--- config.mk ---
export PLATFORM = sky130hd
export DESIGN_NAME = fetch_sequencer
export DESIGN_NICKNAME = d
export VERILOG_FILES = /design/src/rtl/fetch_sequencer.sv
export SDC_FILE = /design/constraint.sdc
export NUM_CORES = 1
export LEC_CHECK = 0
export CORE_MARGIN = 2
export CORE_UTILIZATION = 29
export CTS_CLUSTER_DIAMETER = 200
export CTS_CLUSTER_SIZE = 12
export DETAILED_ROUTE_END_ITERATION = 12
export GPL_ROUTABILITY_DRIVEN = 1
export PLACE_DENSITY = 0.78
export SYNTH_ARGS = -nofsm -noshare
export SYNTH_HDL_FRONTEND = slang
export SYNTH_SLANG_ARGS = --single-unit
--- constraint.sdc ---
create_clock -name clk -period 1.69 [get_ports clk]
set_input_delay 0.169 -clock clk [delete_from_list [all_inputs] [get_ports clk]]
set_output_delay 0.169 -clock clk [all_outputs]
set_load 0.005 [all_outputs]
--- src/rtl/fetch_sequencer.sv ---
// fetch_sequencer: FETCH/EXEC bus sequencer owning the single Avalon-style memory port of the MIPS CPU
// Ports: clk, reset_n (async active-low); pc, mem_req/mem_we/mem_addr/mem_byteenable/mem_wdata (datapath
// load/store request), halt_req, waitrequest in; address/read/write/byteenable/writedata (bus), state/stall
// (instruction register), pc_en, active, bus_error, instr_count out.
// Optional FETCH_SEQ_TIMEOUT_EN: faults after TIMEOUT_CYCLES consecutive waitrequest cycles on a strobe.
module fetch_sequencer #(
  parameter int TIMEOUT_CYCLES = 1024
) (
  input  logic        clk,
  input  logic        reset_n,
  input  logic [31:0] pc,
  input  logic        mem_req,
  input  logic        mem_we,
  input  logic [31:0] mem_addr,
  input  logic [3:0]  mem_byteenable,
  input  logic [31:0] mem_wdata,
  input  logic        halt_req,
  input  logic        waitrequest,
  output logic [31:0] address,
  output logic        read,
  output logic        write,
  output logic [3:0]  byteenable,
  output logic [31:0] writedata,
  output logic        state,
  output logic        stall,
  output logic        pc_en,
  output logic        active,
  output logic        bus_error,
  output logic [31:0] instr_count
);
  typedef enum logic [2:0] {IDLE, FETCH, EXEC, HALT, FAULT} st_t;
  st_t cur, nxt;
  logic retire, tmo, fetch, access;
  assign retire = cur == EXEC && (!mem_req || !waitrequest);
`ifdef FETCH_SEQ_TIMEOUT_EN
  logic [15:0] wait_cnt;
  logic waiting;
  assign waiting = (read || write) && waitrequest;
  assign tmo = waiting && wait_cnt == 16'(TIMEOUT_CYCLES - 1);
  assign bus_error = cur == FAULT;
  always_ff @(posedge clk or negedge reset_n)
    if (!reset_n) wait_cnt <= '0;
    else wait_cnt <= waiting ? wait_cnt + 16'd1 : '0;
`else
  assign tmo = 1'b0;
  assign bus_error = 1'b0;
`endif
  always_ff @(posedge clk or negedge reset_n)
    if (!reset_n) cur <= IDLE;
    else cur <= nxt;
  always_comb begin
    nxt = cur;
    case (cur)
      IDLE:  nxt = FETCH;
      FETCH: nxt = tmo ? FAULT : waitrequest ? FETCH : EXEC;
      EXEC:  nxt = tmo ? FAULT : !retire ? EXEC : halt_req ? HALT : FETCH;
      default: nxt = cur;
    endcase
  end
  always_comb begin
    fetch = cur == FETCH;
    access = cur == EXEC && mem_req;
    read = fetch || (access && !mem_we);
    write = access && mem_we;
    address = fetch ? pc : access ? mem_addr : '0;
    byteenable = fetch ? 4'hF : access ? mem_byteenable : '0;
    writedata = access ? mem_wdata : '0;
    state = cur == EXEC;
    stall = access && waitrequest;
    pc_en = retire;
    active = fetch || cur == EXEC;
  end
  always_ff @(posedge clk or negedge reset_n)
    if (!reset_n) instr_count <= '0;
    else if (retire) instr_count <= instr_count + 32'd1;
endmodule

Word level (Yosys, flattened, before mapping)
Index checks and enable logic that the tools add are counted.
Widths: inputs -> output; s select.
- output and inout port bits: 107
- flip-flop bits (word level): 35
- equal/unequal tests: 2
- mux-type cells: 9
- reduce and logical (&&, ||, !) cells: 13
- $add $sub $neg: 1
- operator list (kind ; number):
    $mux 32 ; 3
    $add 32x1->32 const B ; 1
    $pmux 3 s3 ; 1
    $mux 4 ; 2
    $mux 2 ; 3
    $logic_and 1x1->1 ; 5
    $eq 3x1->1 const B ; 1
    $eq 3x2->1 const B ; 1
    $logic_not 1->1 ; 3
    $logic_not 3->1 ; 1
    $logic_or 1x1->1 ; 3
    $reduce_bool 3->1 ; 1

Longest topological paths before layout
Gate-level depths: netlist of run 1.
- depth in word-level cells: 5
- gate-level depth with buffers: 8
- gate-level depth less buffers: 6

Least setup slack after synthesis of run 1
No wires, ideal clock.
- path type: reg-to-reg
- start point: reg cur[0]
- end point: reg instr_count[29]
- required time: 1.566 ns
- setup slack: 0.012 ns
- path buffers: 2
- library setup time: 0.124 ns
- arrival: 1.555 ns
- cell stages (with the launch flop): 9
- cells stage by stage: dfrtp_1 > inv_1 > ha_1 > buf_4 > a21bo_4 > nor2_4 > clkbuf_8 > nand4_1 > xnor2_1
- longest elaborated chain between the ends: 2
- RTL lines (what ; line ; text):
    start: declaration ; 32 ; st_t cur, nxt;
    start signal: assignment ; 50 ; else cur <= nxt;
    $eq 3x2->1 ; -- ;
    named net state ; 24 ; output logic state,
    $logic_and 1x1->1 ; 34 ; assign retire = cur == EXEC && (!mem_req || !waitrequest);
    end signal: assignment ; 75 ; else if (retire) instr_count <= instr_count + 32'd1;
    end: declaration ; 29 ; output logic [31:0] instr_count
The timed path passes the listed nets, and every way through them passes these cells.
A chain may end at the register's enable or synchronous reset.

Worst setup path in the final report of run 1
- start point: reg cur[0]
- end point: reg instr_count[7]
- longest elaborated chain between the ends: 2
- RTL lines (what ; line):
    $eq 3x2->1 ; 34
    $logic_and 1x1->1 ; 34
Every way passes these cells.

==> metrics.md, run 1 <==
| Metric | Value |
|---|---|
| Status | finished, violations left |
| Failing checks | negative setup slack |
| RSZ-0062 raised after global routing | true |
| Number of synthesized flops with an enable pin | 0 |
| Clock slew at reported path FFs | approximately 0.08 ns |
| Post-DP HPWL | just over 7 mm |
| Total wire length | between 10 and 15 mm |
| Placed Area | 4780 um^2 |
| Cts hold-fix bufs | 0 |
| Async SR Flop Fraction | 100% |
| Clk_lat worst skew | 0.29 ns |
| Global-route wire length before repair | 16.5 mm |
| FF+latch count, synth | 34 |
| PwrDens | around 970 nW/um^2 |
| Synth area leader | dfrtp_1 |
| Yosys synthesis warning count | 0 |
| Peak supply drop | between 0.7 and 0.8 mV |
| Post-route cell area | 5330 um^2 |
| Syn_nets | ~420 |
| Final hold viol count | 0 |
| Synth top area cells | dfrtp_1 35%, nand2_1 11%, xnor2_1 11% |
| CTS buffer count | 5 |
| Die Wd | 95.5 um |
| Crit Path Max Fanout | 6 |
| Synthesized instance count | slightly above 300 |
| Antenna violations before repair | 0 |
| Critical path endpoint category | flip-flop |
| Arrival time at the worst endpoint | about 2 ns |
| CTS Sinks | 34 |
| Vias in the first global route | about 3200 |
| Fillers | 669 |
| DRC errors left | 0 |
| Synthesis-to-finish area growth | 120% |
| Worst hold path type | primary input to async pin |
| Core area | approximately 8000 um^2 |
| Vias/cell | 4.88 |
| Die Area | ~9000 um^2 |
| TritonCTS clock tree | built |
| Ys flop type | dfrtp_1 |
| Clock root buffer | clkbuf_8 |
| Pleak | around 0.0026 uW |
| Top-count cell post-synth | nand2_1 |
| Fmax | between 0.5 and 0.6 GHz |
| Number of buffers added on ports | 211 |
| Seq/Total Area, Yosys | between 30% and 40% |
| H-Tree Depth | 2 |
| Cells after DPL | 620 |
| Mapped cell area | 2430 um^2 |
| Fin nets | ~660 |
| Rows | 33 |
| Startpoint Class | flip-flop |
| Die height | between 90 and 100 um |
| Grt total ovfl | 0 |
| Non-Filler Instances | approximately 660 |
| Fin. max-slew vios | 0 |
| Worst Setup Path Type | flip-flop to flip-flop |
| Final Wtd Congestion | 0.867 |
| Antenna Nets Post-Route | 0 |
| Final setup fails | 88 |
| Diode count | 0 |
| Largest net degree at the start of global routing | 37 |
| Tcrit/Tclk final | 111% |
| Vias | about 3200 |
| WL/cell | approximately 17 um |
| Setup Skew | between 0.007 and 0.008 ns |
| Most frequent cells after synthesis | 74 x nand2_1, 36 x and3_1, 34 x dfrtp_1 |
| Final min period | 1.88 ns |
| Drt pass-1 iters | 4 |
| Io pins | 213 |
| Final worst slack | -0.185 ns |
| Starting Density | roughly 30% |
| Max Cap Viol | 0 |
| Clock tree buffer depth | 2 |
| Post-Syn Area per Cell | 7.88 um^2 |
| Total track usage | between 20% and 30% |
| Design Power | between 5000 and 6000 uW |
| Share of the synthesized area in the top cell type | between 30% and 40% |
| DRT iter0 DRCs | 81 |
| Layout cells sized above 1 | between 30% and 40% |
| Post-synth cell types | 34 |
| Req. time, crit path | about 1.9 ns |
==> area by class of cell <==
cell class / count / area (um^2) / share of cell area (%)
clock buffers: 6 / 82.6 / 1.55
clock inverters: 2 / 60.1 / 1.13
inverters: 8 / 32.5 / 0.610
multi-input cells: 241 / 1720 / 32.2
flip-flops and latches: 34 / 851 / 16.0
well taps: 105 / 131 / 2.46
repair buffers: 261 / 2460 / 46.1
==> cell usage in the layout, fill, tap and decap left out, types with 2 or more instances in the layout <==
cell,n
a21o_1,6
a21oi_1,2
and2_1,3
and2_2,2
and3_1,32
and3_4,4
and4_2,2
buf_12,8
buf_16,2
buf_2,65
buf_4,18
buf_6,16
buf_8,6
bufinv_16,2
clkbuf_16,4
clkbuf_2,2
clkbuf_8,6
clkdlybuf4s50_1,137
dfrtp_1,34
ha_1,2
ha_4,2
inv_1,5
inv_2,2
nand2_1,46
nand2_2,16
nand2_4,12
nand3_1,5
nand3_2,5
nand4_1,19
nor2_1,3
nor2_4,2
o21ai_1,23
o21ai_2,9
xnor2_1,27
xnor2_2,3
==> layer usage <==
layer  track usage [%]  vias up  wire, um  share of wire (%)
li1                  -     1537         -                  -
met1              26.8     1525      4370                 39
met2              41.9      123      5680                 51
met3              8.30       21       969                8.6
met4              5.36        0       217                1.9
met5                 0        -         0                  0
==> final timing paths <==
check | startpoint | depth (start not counted) | slack [ns] | endpoint
worst min-delay path | reset_n | 2 | 0.28 | instr_count[21]
worst max register to register | cur[0] | 10 | -0.19 | instr_count[7]
worst min register to register | instr_count[31] | 1 | 0.49 | instr_count[31]
worst max-delay path | cur[0] | 10 | -0.19 | instr_count[7]
min in group clk | instr_count[31] | 1 | 0.49 | instr_count[31]
max in group asynchronous | reset_n | 2 | 1.09 | cur[1]
==> registers in the layout (all words and copies together) (netlist names) <==
register and count:
instr_count 32, cur 2
==> cells by family after synthesis <==
group	Yosys count	share of synthesized area, %
flops	34	35.1
simple gates	162	34.8
fa+ha+maj	4	2.06
xor+xnor	31	11.2
buf+inv	33	6.55
other cells	1	0.154
compound gates	43	10.2
==> timing repair <==
| item | in CTS | in global routing |
|---|---|---|
| setup buffers | 19 | 5 |
| endpoints found under the setup margin | 103 | 104 |
| cloned | 7 | 2 |
| pin swaps | 48 | 64 |
| gates resized for setup | 376 | 60 |
==> critical path: stages, from the launching register on <==
cell and delay [ns]:
dfrtp_1 0.39, inv_2 0.08, ha_4 0.15, buf_6 0.10
buf_6 0.09, a21bo_4 0.22, buf_6 0.13, nor2_4 0.15
clkbuf_16 0.19, nand4_1 0.11, xnor2_1 0.15
==> stage by stage <==
step	hold WS, ns	TNS (ns)	worst slack (ns)	util (%)
3_5_place_dp	0.479	-14.56	-0.340	58.4
4_1_cts	0.292	-8.75	-0.185	62.9
3_3_place_gp	0.463	-11.58	-0.266	58.4
5_1_grt	0.307	-16.18	-0.274	65.2
2_1_floorplan	-0.127	0	0.0115	-
6_report	0.285	-9.76	-0.185	65.2
==> power by group <==
part           total (uW)  internal, uW  switching (uW)  leakage [uW]
Clock                 952           630             323     0.0000714
Sequential            971           882            88.6      0.000461
Combinational        3250          1780            1470       0.00205
(Power assumes the default switching activity.)
==> run 2, diff against run 1 <==
ABC_AREA = 1   (was default)
CORE_UTILIZATION = 31   (was 29)
==> metrics.md, run 2 <==
| Metric | Value |
|---|---|
| Startpoint Class | flip-flop |
| WL met1 | 5.22 mm (+19%) |
| Seq/Total Area, Yosys | 30.8% (-4.3 points) |
| Reg-to-Reg End | instr_count[30] |
| Reg-to-reg setup timing slack | -0.05 ns (+0.14 ns) |
| Status | finished, violations left |
| Share of the synthesized area in the top cell type | 30.8% (-4.3 points) |
| Top-count cell post-synth | nand2_1 |
| Placed Area | 5110 um^2 (+7.0%) |
| Post-synth cell types | 26 (-24%) |
| Rows | 34 (+3.0%) |
| Biggest regs | instr_count x32, cur x2 |
| Pleak | 0.00287 uW (+11%) |
| Most frequent cells in the layout | 137 x clkdlybuf4s50_1, 121 x nand2_1, 69 x inv_1 |
| Clock root buffer | clkbuf_8 |
| Global-route wire length before repair | 19.3 mm (+17%) |
| Crit Path Max Fanout | 4 (-2) |
| Vias in the first global route | 3687 (+16%) |
| Worst r2r src | cur[0] |
| PwrDens | 312 nW/um^2 (-68%) |
| CTS buffer count | 5 (unchanged) |
| Total wire length | 13.6 mm (+21%) |
| Total track usage | 24.9% (+1.4 points) |
| Async SR Flop Fraction | 100% (unchanged) |
| Largest register by flop count | instr_count |
| Clock tree buffer depth | 2 (unchanged) |
| Io pins | 213 (unchanged) |
| Final hold viol count | 0 (unchanged) |
| DRC errors left | 0 (unchanged) |
| Fin. max-slew vios | 0 (unchanged) |
| Die Area | 9690 um^2 (+6.2%) |
| Worst Setup Path Type | flip-flop to output pin |
| Synth area leader | dfrtp_1 |
| H-Tree Depth | 2 (unchanged) |
| Synthesized instance count | 452 (+47%) |
| Core area | 8680 um^2 (+6.2%) |
| Tcrit/Tclk final | 107% (-3.6 points) |
| Final min period | 1.81 ns (-0.0612 ns) |
| Commonest non-fill, non-tap cell in the layout | clkdlybuf4s50_1 |
| TritonCTS clock tree | built |
| Syn_nets | 562 (+34%) |
| Arrival time at the worst endpoint | 1.65 ns (-0.40 ns) |
| Vias/cell | 4.76 (-2.5%) |
| Final worst slack | -0.124 ns (+0.0612 ns) |
| Final Wtd Congestion | 0.943 (+8.8%) |
| Post-DP HPWL | 9.41 mm (+30%) |
| Die Wd | 98.4 um (+3.1%) |
| CTS Sinks | 34 (unchanged) |
| Grt total ovfl | 0 (unchanged) |
| Antenna violations before repair | 0 (unchanged) |
| Post-route cell area | 5780 um^2 (+8.5%) |
| Max Cap Viol | 0 (unchanged) |
| Worst hold path type | primary input to async pin |
| Die height | 98.4 um (+3.1%) |
| Synth top area cells | dfrtp_1 31%, nand2_1 19%, inv_1 10% |
| Critical path endpoint category | output pin |
| Req. time, crit path | 1.52 ns (-0.35 ns) |
| Number of flip-flops in the largest register | 32 (unchanged) |
| Design Power | 1800 uW (-65%) |
| Number of buffers added on ports | 211 (unchanged) |
| Diode count | 0 (unchanged) |
| WL/cell | 16.7 um (-2.4%) |
| DRT iter0 DRCs | 143 (+77%) |
| Starting Density | 31.8% (+2.2 points) |
| Vias | 3865 (+21%) |
| Number of synthesized flops with an enable pin | 0 (unchanged) |
| Worst r2r path cells | 11 (+1) |
| Antenna Nets Post-Route | 0 (unchanged) |
| Fmax | 0.551 GHz (+3.4%) |
| Most frequent cells after synthesis | 137 x nand2_1, 76 x inv_1, 63 x nor2_1 |
| Synthesis-to-finish area growth | 109% |
| Final setup fails | 65 (-26%) |
| FF+latch count, synth | 34 (unchanged) |
| RSZ-0062 raised after global routing | true |
| Fin nets | 813 (+23%) |
| Mapped cell area | 2760 um^2 (+14%) |
| Largest net degree at the start of global routing | 35 (-5.4%) |
| Sum Neg Setup Slack | -3.74 ns (+6.01 ns) |
| Top sig layer | met4 |
| Ys flop type | dfrtp_1 |
| Yosys synthesis warning count | 0 (unchanged) |
| Clock slew at reported path FFs | 0.07 ns (about the same) |
| Setup Skew | 0.00554 ns (-0.00217 ns) |
| Cts hold-fix bufs | 0 (unchanged) |
| Met3 Wirelength | 921 um (-5.0%) |
| Hold_ws | 0.287 ns (+0.00215 ns) |
| Layout cells sized above 1 | 34.2% (-2.0 points) |
| Clk_lat worst skew | 0.29 ns (about the same) |
| Failing checks | negative setup slack |
| Routed wl met2 | 7.00 mm (+23%) |
| Peak supply drop | 0.235 mV (-67%) |
| Post-Syn Area per Cell | 6.11 um^2 (-22%) |
| Drt pass-1 iters | 4 (unchanged) |
==> run 2: cell types whose count changed after synthesis, sizes merged, moves of 5 or more <==
cell	before	now
nand4	20	11
and3	37	0
a21o	6	0
inv	8	77
xor2	1	8
nand2	74	139
xnor2	30	9
o21ai	32	37
nand3	11	29
nor2	6	76
and2	6	1
==> run 2: area by class of cell <==
class,instances,area (um^2)
Fill cell,739,2890
Timing Repair Buffer,260,2410
Multi-Input combinational cell,325,2000
Sequential cell,34,851
Inverter,77,297
Tap cell,108,135
Clock buffer,7,86.3
Clock inverter,1,5.00
==> run 2: cell families (layout without fill, tap and decap cells) <==
| family | count (synthesis) | after routing | share of synthesized area, % |
|---|---|---|---|
| fa+ha+maj | 4 | 4 | 1.81 |
| other cells | 1 | 1 | 0.136 |
| xor+xnor | 17 | 17 | 5.39 |
| simple gates | 262 | 263 | 41.1 |
| buf+inv | 94 | 345 | 13.4 |
| compound gates | 40 | 40 | 7.38 |
| flops | 34 | 34 | 30.8 |
==> run 2: power breakdown <==
part	leakage (uW)	internal [uW]	switching, uW	total [uW]
clock	0.0000482	329	319	648
combinational	0.00239	232	110	341
sequential	0.000439	813	0	813
==> run 2: worst max path at each step <==
stage / from / endpoint / slack [ns] / cells past startpoint
after floorplan: cur[0] / address[16] / 0.15 / 7
after global placement: mem_req / address[24] / -0.25 / 5
after detailed placement: mem_req / address[24] / -0.23 / 5
after CTS: cur[0] / writedata[8] / -0.11 / 6
after global routing: cur[0] / read / -0.16 / 7
final: cur[0] / read / -0.12 / 7
==> run 2: worst max-delay path: stages (launching register included) <==
cell and delay [ns]:
dfrtp_1 0.43, inv_2 0.09, ha_4 0.21, nand2_8 0.10, buf_12 0.16, buf_6 0.11, o21ai_2 0.10, buf_2 0.14
==> run 2: per-layer routing <==
layer / global-route usage, % / vias to the layer above
met2: 42.5 / 160
li1: - / 1879
met5: 0 / -
met3: 7.30 / 31
met1: 30.4 / 1795
met4: 7.38 / 0
==> run 2: timing repair <==
item	in CTS	in global routing
setup buffers	10	12
pin swaps	11	29
resized for setup	340	128
cloned	7	7
endpoints found under the setup margin	83	76
==> run 2: through the flow <==
step | worst slack (ns) | instances | util, %
global route | -0.156 | 812 | 66.7
finish | -0.124 | 812 | 66.7
floorplan | 0.149 | 452 | -
detailed placement | -0.231 | 771 | 58.9
global placement | -0.253 | 771 | 58.9
CTS | -0.114 | 796 | 61.5
